File: config.mk
export PLATFORM = sky130hd
export DESIGN_NAME = intr_stat_ctrl
export DESIGN_NICKNAME = d
export VERILOG_FILES = /design/src/rtl/intr_stat_ctrl_pkg.sv /design/src/rtl/intr_stat_cell.sv /design/src/rtl/intr_stat_ctrl.sv
export SDC_FILE = /design/constraint.sdc
export NUM_CORES = 1
export LEC_CHECK = 0
export CAP_MARGIN = 20
export CORE_MARGIN = 3
export CORE_UTILIZATION = 47
export DETAILED_ROUTE_END_ITERATION = 10
export PLACE_DENSITY_LB_ADDON = 0.05
export SLEW_MARGIN = 5
export SYNTH_ARGS = -nofsm -noshare
export SYNTH_HDL_FRONTEND = slang
export SYNTH_HIERARCHICAL = 1
export SYNTH_SLANG_ARGS = --single-unit
File: constraint.sdc
create_clock -name i_clk -period 1.2 [get_ports i_clk]
set_input_delay 0.24 -clock i_clk [delete_from_list [all_inputs] [get_ports i_clk]]
set_output_delay 0.24 -clock i_clk [all_outputs]
set_load 0.005 [all_outputs]
File: src/rtl/intr_stat_ctrl_pkg.sv
// -----------------------------------------------------------------------------
// Intr package
// Shared types and register map for the interrupt status controller.
//   intr_trig_type : trigger style of the downstream interrupt signal generator
//   intr_src_type  : how a source is captured into its sticky status bit
//   INTR_REG_*     : register port addresses (i_reg_addr encoding)
// -----------------------------------------------------------------------------
package Intr;

    // Trigger style used by the downstream interrupt signal generator.
    typedef enum logic [1:0] {
        TRIG_LEVEL  = 2'd0,
        TRIG_PULSE  = 2'd1,
        TRIG_TOGGLE = 2'd2
    } intr_trig_type;

    // Capture style of a single interrupt source.
    typedef enum logic {
        SRC_LEVEL = 1'b0,
        SRC_RISE  = 1'b1
    } intr_src_type;

    // Register map
    localparam logic [1:0] INTR_REG_STAT = 2'd0;  // sticky status, W1C
    localparam logic [1:0] INTR_REG_EN   = 2'd1;  // enable, R/W
    localparam logic [1:0] INTR_REG_PEND = 2'd2;  // stat & en, read-only
    localparam logic [1:0] INTR_REG_SET  = 2'd3;  // W1S test hook, reads 0

endpackage

File: src/rtl/intr_stat_cell.sv
// -----------------------------------------------------------------------------
// intr_stat_cell
// One interrupt source: delayed source copy, set-condition logic and the
// sticky status flop.
//   i_clk  : clock
//   i_rst  : synchronous active-high reset
//   i_src  : raw source bit
//   i_w1c  : software clear request for this bit
//   i_w1s  : software set request for this bit
//   o_stat : sticky status bit
// -----------------------------------------------------------------------------
module intr_stat_cell
    import Intr::*;
#(
    parameter logic SRC_EDGE = 1'b0
) (
    input  logic i_clk,
    input  logic i_rst,
    input  logic i_src,
    input  logic i_w1c,
    input  logic i_w1s,
    output logic o_stat
);

    localparam intr_src_type SRC_TYPE = SRC_EDGE ? SRC_RISE : SRC_LEVEL;

    logic r_src_d;
    logic r_stat;
    logic w_set_cond;
    logic w_stat_nxt;

    // Set condition: rising edge or plain level depending on source type.
    always_comb begin
        w_set_cond = 1'b0;
        case (SRC_TYPE)
            SRC_RISE:  w_set_cond = i_src & ~r_src_d;
            SRC_LEVEL: w_set_cond = i_src;
            default:   w_set_cond = i_src;
        endcase
    end

    // Next status: a set in the same cycle as a clear wins, so no event is lost.
    always_comb begin
        w_stat_nxt = (r_stat & ~i_w1c) | w_set_cond | i_w1s;
    end

    // Source history and sticky status registers. src_d clears on reset so a
    // source already high at reset release is seen as a rising edge.
    always_ff @(posedge i_clk) begin
        if (i_rst) begin
            r_src_d <= 1'b0;
            r_stat  <= 1'b0;
        end else begin
            r_src_d <= i_src;
            r_stat  <= w_stat_nxt;
        end
    end

    assign o_stat = r_stat;

endmodule

File: src/rtl/intr_stat_ctrl.sv
// -----------------------------------------------------------------------------
// intr_stat_ctrl
// Captures INTR_NUM interrupt sources into sticky status bits, gates them with
// a per-source enable and drives a registered aggregate status line plus the
// lowest pending source index to the downstream interrupt signal generator.
//   i_clk        : clock
//   i_rst        : synchronous active-high reset
//   i_src        : raw interrupt sources
//   i_reg_wen    : register write strobe
//   i_reg_ren    : register read strobe
//   i_reg_addr   : register select (STAT/EN/PEND/SET)
//   i_reg_wdata  : register write data
//   o_reg_rdata  : read data, held until the next read
//   o_reg_rvalid : read response, one cycle after i_reg_ren
//   o_intr_stat  : registered OR of (stat & en)
//   o_intr_id    : registered lowest index of (stat & en), 0 when none
// -----------------------------------------------------------------------------
module intr_stat_ctrl
    import Intr::*;
#(
    parameter int                  INTR_NUM = 8,
    parameter logic [INTR_NUM-1:0] SRC_EDGE = {INTR_NUM{1'b0}},
    parameter logic [INTR_NUM-1:0] EN_RST   = {INTR_NUM{1'b0}},
    localparam int                 IW       = (INTR_NUM > 1) ? $clog2(INTR_NUM) : 1
) (
    input  logic                i_clk,
    input  logic                i_rst,
    input  logic [INTR_NUM-1:0] i_src,
    input  logic                i_reg_wen,
    input  logic                i_reg_ren,
    input  logic [1:0]          i_reg_addr,
    input  logic [INTR_NUM-1:0] i_reg_wdata,
    output logic [INTR_NUM-1:0] o_reg_rdata,
    output logic                o_reg_rvalid,
    output logic                o_intr_stat,
    output logic [IW-1:0]       o_intr_id
);

    logic [INTR_NUM-1:0] r_en;
    logic [INTR_NUM-1:0] r_rdata;
    logic                r_rvalid;
    logic                r_intr_stat;
    logic [IW-1:0]       r_intr_id;

    logic [INTR_NUM-1:0] w_stat;
    logic [INTR_NUM-1:0] w_pend;
    logic [INTR_NUM-1:0] w_w1c;
    logic [INTR_NUM-1:0] w_w1s;
    logic [INTR_NUM-1:0] w_rdata_nxt;
    logic [IW-1:0]       w_id;

    // Decode software clear/set requests into per-bit strobes.
    always_comb begin
        w_w1c = {INTR_NUM{1'b0}};
        w_w1s = {INTR_NUM{1'b0}};
        if (i_reg_wen && (i_reg_addr == INTR_REG_STAT)) begin
            w_w1c = i_reg_wdata;
        end else begin
            w_w1c = {INTR_NUM{1'b0}};
        end
        if (i_reg_wen && (i_reg_addr == INTR_REG_SET)) begin
            w_w1s = i_reg_wdata;
        end else begin
            w_w1s = {INTR_NUM{1'b0}};
        end
    end

    genvar g_k;
    generate
        for (g_k = 0; g_k < INTR_NUM; g_k++) begin : g_cell
            intr_stat_cell #(
                .SRC_EDGE (SRC_EDGE[g_k])
            ) u_cell (
                .i_clk  (i_clk),
                .i_rst  (i_rst),
                .i_src  (i_src[g_k]),
                .i_w1c  (w_w1c[g_k]),
                .i_w1s  (w_w1s[g_k]),
                .o_stat (w_stat[g_k])
            );
        end
    endgenerate

    assign w_pend = w_stat & r_en;

    // Lowest-index priority encoder: scanning downward lets the lowest set bit
    // be the last assignment.
    always_comb begin
        w_id = {IW{1'b0}};
        for (int k = INTR_NUM - 1; k >= 0; k--) begin
            if (w_pend[k]) begin
                w_id = k[IW-1:0];
            end else begin
                w_id = w_id;
            end
        end
    end

    // Read mux; uses current register values, so a same-cycle write is not seen.
    always_comb begin
        w_rdata_nxt = {INTR_NUM{1'b0}};
        case (i_reg_addr)
            INTR_REG_STAT: w_rdata_nxt = w_stat;
            INTR_REG_EN:   w_rdata_nxt = r_en;
            INTR_REG_PEND: w_rdata_nxt = w_pend;
            INTR_REG_SET:  w_rdata_nxt = {INTR_NUM{1'b0}};
            default:       w_rdata_nxt = {INTR_NUM{1'b0}};
        endcase
    end

    // Enable register.
    always_ff @(posedge i_clk) begin
        if (i_rst) begin
            r_en <= EN_RST;
        end else if (i_reg_wen && (i_reg_addr == INTR_REG_EN)) begin
            r_en <= i_reg_wdata;
        end
    end

    // Read response: rdata is only reloaded on a read and holds otherwise.
    always_ff @(posedge i_clk) begin
        if (i_rst) begin
            r_rdata  <= {INTR_NUM{1'b0}};
            r_rvalid <= 1'b0;
        end else begin
            r_rvalid <= i_reg_ren;
            if (i_reg_ren) begin
                r_rdata <= w_rdata_nxt;
            end
        end
    end

    // Registered aggregate status and id toward the signal generator.
    always_ff @(posedge i_clk) begin
        if (i_rst) begin
            r_intr_stat <= 1'b0;
            r_intr_id   <= {IW{1'b0}};
        end else begin
            r_intr_stat <= |w_pend;
            r_intr_id   <= w_id;
        end
    end

    assign o_reg_rdata  = r_rdata;
    assign o_reg_rvalid = r_rvalid;
    assign o_intr_stat  = r_intr_stat;
    assign o_intr_id    = r_intr_id;

endmodule

# == Word-level counts from Yosys, hierarchy flattened ==
# Index checks and enable logic that the tools add are counted.
# op_classes
muxes,10
reduce_logical,8
eq_ne,3
bitwise_logic,33
# op_table
op,n
$pmux 8 s4,1
$mux 8,2
$or 1x1->1,16
$mux 3,4
$and 1x1->1,8
$and 8x8->8,1
$not 1->1,8
$reduce_or 8->1,1
$reduce_or 5->1,1
$eq 2x2->1 const B,2
$mux 2,2
$logic_and 1x1->1,3
$reduce_or 3->1,1
$eq 2x1->1 const B,1
$logic_not 2->1,1
$reduce_or 2->1,1
$mux 1,1
# word_totals
in_bits,22
ff_bits,29
elab_cells,69

# == Depth between registers and ports, before layout ==
# logic_depth
ltp_word,8
mapped_depth,5

# == Modules after synthesis ==
# The synthesis kept the hierarchy.
# by_module_without_submodules
module,area_per_inst_um2,cells_each,instances
intr_stat_ctrl,1037.2,129,1
intr_stat_cell,35.0,4,8

# == Least setup slack after synthesis ==
# OpenSTA, ideal clock, no wires.
# synth_timing
path_type,input to register
startpoint,input port i_reg_addr[1]
endpoint,register g_cell[1].u_cell.r_stat
slack_ns,0.082
path_buffers,1
cell_stages,5
t_required_ns,1.083
arrival_ns,1.001
cell_sequence,clkbuf_1 -> nor3b_2 -> and2_1 -> nand2b_1 -> a21oi_1
# synth_via
elab_chain_len,7
word_cells_on_any_way,10
classes_between,1 x eq/ne; 2 x mux; 4 x bitwise; 3 x reduce/logical
# synth_rtl
element,line_no,text
from (decl),intr_stat_ctrl.sv:31,"input logic [1:0] i_reg_addr,"
$logic_not 2->1,intr_stat_ctrl.sv:56,if (i_reg_wen && (i_reg_addr == INTR_REG_STAT)) begin
$logic_and 1x1->1,intr_stat_ctrl.sv:56,
$mux 8,intr_stat_ctrl.sv:56,
net w_w1c[1],intr_stat_ctrl.sv:47,logic [INTR_NUM-1:0] w_w1c;
$not 1->1,intr_stat_cell.sv:44,w_stat_nxt = (r_stat & ~i_w1c) | w_set_cond | i_w1s;
$and 1x1->1,intr_stat_cell.sv:44,
$or 1x1->1 (2 in series),intr_stat_cell.sv:44,
to (signal assigned),intr_stat_cell.sv:55,r_stat <= w_stat_nxt;
to (decl),intr_stat_cell.sv:28,logic r_stat;
# The timed path passes the listed nets, and every way through them passes these cells.
# A chain may end at the register's enable or synchronous reset.

# == Worst setup path after layout ==
# layout_timing
startpoint,"register r_rdata[2], in the netlist o_reg_rdata[2]"
endpoint,output port o_reg_rdata[2]
# layout_lines
element,line_no,text
from (decl),intr_stat_ctrl.sv:40,logic [INTR_NUM-1:0] r_rdata;
from (signal assigned),intr_stat_ctrl.sv:123,r_rdata <= {INTR_NUM{1'b0}};
from (signal assigned),intr_stat_ctrl.sv:128,r_rdata <= w_rdata_nxt;
to (decl),intr_stat_ctrl.sv:33,"output logic [INTR_NUM-1:0] o_reg_rdata,"
# No word-level cell between the ends.

==> results.json <==
{
  "end_kind": "primary output",
  "p_switching_mw": 0.492,
  "ctsHoldBuffers": 0,
  "drive_gt1_share_pct": 13.9,
  "finalCritPeriodShare_pct": 95.1,
  "finalSetupViolations": 0,
  "ys_warn_count": 6,
  "num_antenna_cells": 0,
  "sw_frac_of_total_pct": 25.7,
  "fin_nets": 229,
  "finalSetupTns_ps": 0,
  "wl_per_cell_um": 13.4,
  "grt_use_total_pct": 20.4,
  "period_minus_slack_ps": 1140,
  "path_class": "flip-flop to primary output",
  "via_per_inst": 5.53,
  "vias": 1316,
  "reg2reg_slack_ps": 120,
  "dr.first_iter.drc_count": 46,
  "cts_tree": "yes",
  "dieWidth_um": 58.9,
  "cts_root_buf": "clkbuf_4",
  "synth_area_per_cell_um2": 8.18,
  "grt_start_max_net_pins": 27,
  "numCtsBuffers": 5,
  "worstPathBufferInverterCount": 1,
  "cp_max_fo": 2,
  "grt_pass1_wl_mm": 5.32,
  "worst_pin_slew_ps": 308,
  "htreeDepth": 2,
  "insertion_delay_ps": 320,
  "powerDensity_mw_per_mm2": 1060,
  "synth.area.top_cells": "dfxtp_1, and2_1, nand2b_1",
  "clkSinkCount": 29,
  "fp-row-count": 18,
  "grt-ovfl-total": 0,
  "worstPathArrival_ps": 900,
  "clockPowerShare_pct": 28.7,
  "max_freq_ghz": 0.876,
  "clkTransAtPathRegs_ps": 80,
  "dieArea_mm2": 0.00347,
  "hpwl_mm": 2.39,
  "io-pin-count": 35,
  "start_util_pct": 51.3,
  "cp_data_required_time_ps": 960,
  "seq_area_frac_synth_pct": 44.1,
  "first_pass_iters": 4,
  "yosys.area.top_type": "dfxtp_1",
  "fin_skew_ps": 2.96,
  "synth_fp_nets": 183,
  "synth.distinct_cells": 25,
  "synth_seq_cells": 29,
  "ir_drop_uv": 798,
  "die_y_um": 58.9,
  "p_seq_share_pct": 55.3,
  "finalHoldViolCount": 0,
  "maxSlewViolCount": 0,
  "critPathTopFamily": "flip-flops",
  "p_leak_nw": 0.754,
  "slowest_delay_ps": 330,
  "synth_top_area_share_pct": 44.1,
  "combPwrFrac_pct": 15.9,
  "synthCells": 161,
  "gp_congestion": 0.873,
  "critPathLaunchType": "flip-flop",
  "utilization_pct": 70.2,
  "core-area_mm2": 0.00257,
  "antenna_found_initial": 0,
  "io_buffers": 34,
  "maxSlewHeadroom_pct": 79.4,
  "hold_class": "input port to flip-flop",
  "syn_to_final_growth_pct": 36.8,
  "first_global_vias": 1198,
  "path_cells": "dlygate4sd2_1",
  "totalWireLength_mm": 3.19,
  "synth_area_mm2": 0.00132,
  "max_cap_viol_count": 0,
  "clockBufferDepth": 2,
  "ant_nets": 0,
  "drcViolationCount": 0,
  "status": "finished, final reports clean",
  "cp_slowest_cell": "dfxtp_2",
  "rsz0062_at_grt": "no",
  "p_int_mw": 1.42
}
-- cells in the mapped netlist --
| library cell | count |
|---|---|
| nand2_1 | 20 |
| nor2b_1 | 1 |
| and2b_1 | 1 |
| o21ai_0 | 1 |
| buf_4 | 1 |
| nor3b_2 | 1 |
| buf_2 | 1 |
| nand3_1 | 11 |
| buf_6 | 1 |
| nor3b_1 | 1 |
| and4_1 | 1 |
| a32oi_1 | 7 |
| a311oi_1 | 1 |
| dfxtp_1 | 29 |
| a211oi_1 | 7 |
| clkbuf_1 | 5 |
| a22oi_1 | 2 |
| nand2b_1 | 16 |
| a32o_1 | 1 |
| and3_1 | 1 |
| inv_1 | 1 |
| a41oi_1 | 1 |
| nor2_1 | 16 |
| and2_1 | 16 |
| a21oi_1 | 18 |
-- cell usage in the layout, fill, tap and decap left out, types with 2 or more instances in the layout --
cell type,Yosys,final
dfxtp_1,29,21
nand2_1,20,20
a21oi_1,18,18
clkdlybuf4s50_1,0,18
and2_1,16,16
nand2b_1,16,16
nor2_1,16,16
dlygate4sd2_1,0,15
buf_4,1,13
nand3_1,11,11
dfxtp_2,0,8
a211oi_1,7,7
a32oi_1,7,6
clkbuf_4,0,5
clkbuf_1,5,3
a22oi_1,2,2
-- power groups by stage --
stage | combinational [mW] | sequential (mW) | clock [mW]
after floorplan | 0.141 | 1.07 | 0
after global placement | 0.309 | 1.07 | 0
after detailed placement | 0.319 | 1.08 | 0
after CTS | 0.307 | 1.06 | 0.562
after global routing | 0.338 | 1.07 | 0.605
final | 0.304 | 1.06 | 0.550
-- state kept, by name (all words and copies together) (netlist names) --
signal                flops
g_cell.u_cell/o_stat      8
o_intr_id                 3
r_en                      8
o_reg_rvalid              1
o_intr_stat               1
o_reg_rdata               8
-- stage by stage --
step	area [um2]	worst slack, ps	power, mW	instances	hold slack, ps
3_3_place_gp	1740	-343	1.38	229	472
5_1_grt	1800	17.8	2.01	238	414
2_1_floorplan	1320	81.9	1.21	161	309
6_report	1800	58.7	1.91	238	402
3_5_place_dp	1740	-386	1.40	229	480
4_1_cts	1800	32.8	1.93	238	485
-- per-layer routing --
layer | routed length [um] | track usage, % | vias up
li1 | - | - | 657
met1 | 1320 | 24.4 | 593
met2 | 1540 | 33.6 | 55
met3 | 273 | 6.58 | 11
met4 | 66 | 8.09 | 0
met5 | 0 | 0 | -
-- repair_timing --
| action | CTS | global route |
|---|---|---|
| setup endpoints to repair | 18 | 4 |
| gates resized for setup | 24 | 2 |
| pin swaps | 0 | 1 |
| endpoints found under the hold margin | 0 | 0 |
| setup buffers | 1 | 0 |
-- kinds of logic (layout without fill, tap and decap cells) --
kind of cell    count (synthesis)  count (layout)  share of synthesized area, %
buf+inv                         9              56                          3.51
simple gates                   85              85                          33.3
compound gates                 38              38                          19.1
flops                          29              29                          44.1
-- area by class of cell --
class	instances	area, um2
clock buffer	8	48.8
fill	221	766
inverter	1	3.75
timing repair buffer	47	422
sequential	29	591
tap	30	37.5
multi-input combinational	123	699
-- worst paths after layout --
path	startpoint	end	depth (start not counted)
setup / recovery	o_reg_rdata[2]	o_reg_rdata[2]	1
hold / removal	i_reg_wen	r_en[4]	4
setup reg to reg	r_en[6]	o_intr_id[0]	4
hold reg to reg	o_reg_rdata[5]	o_reg_rdata[5]	2
Note: power is estimated with default switching activity, not from simulation.
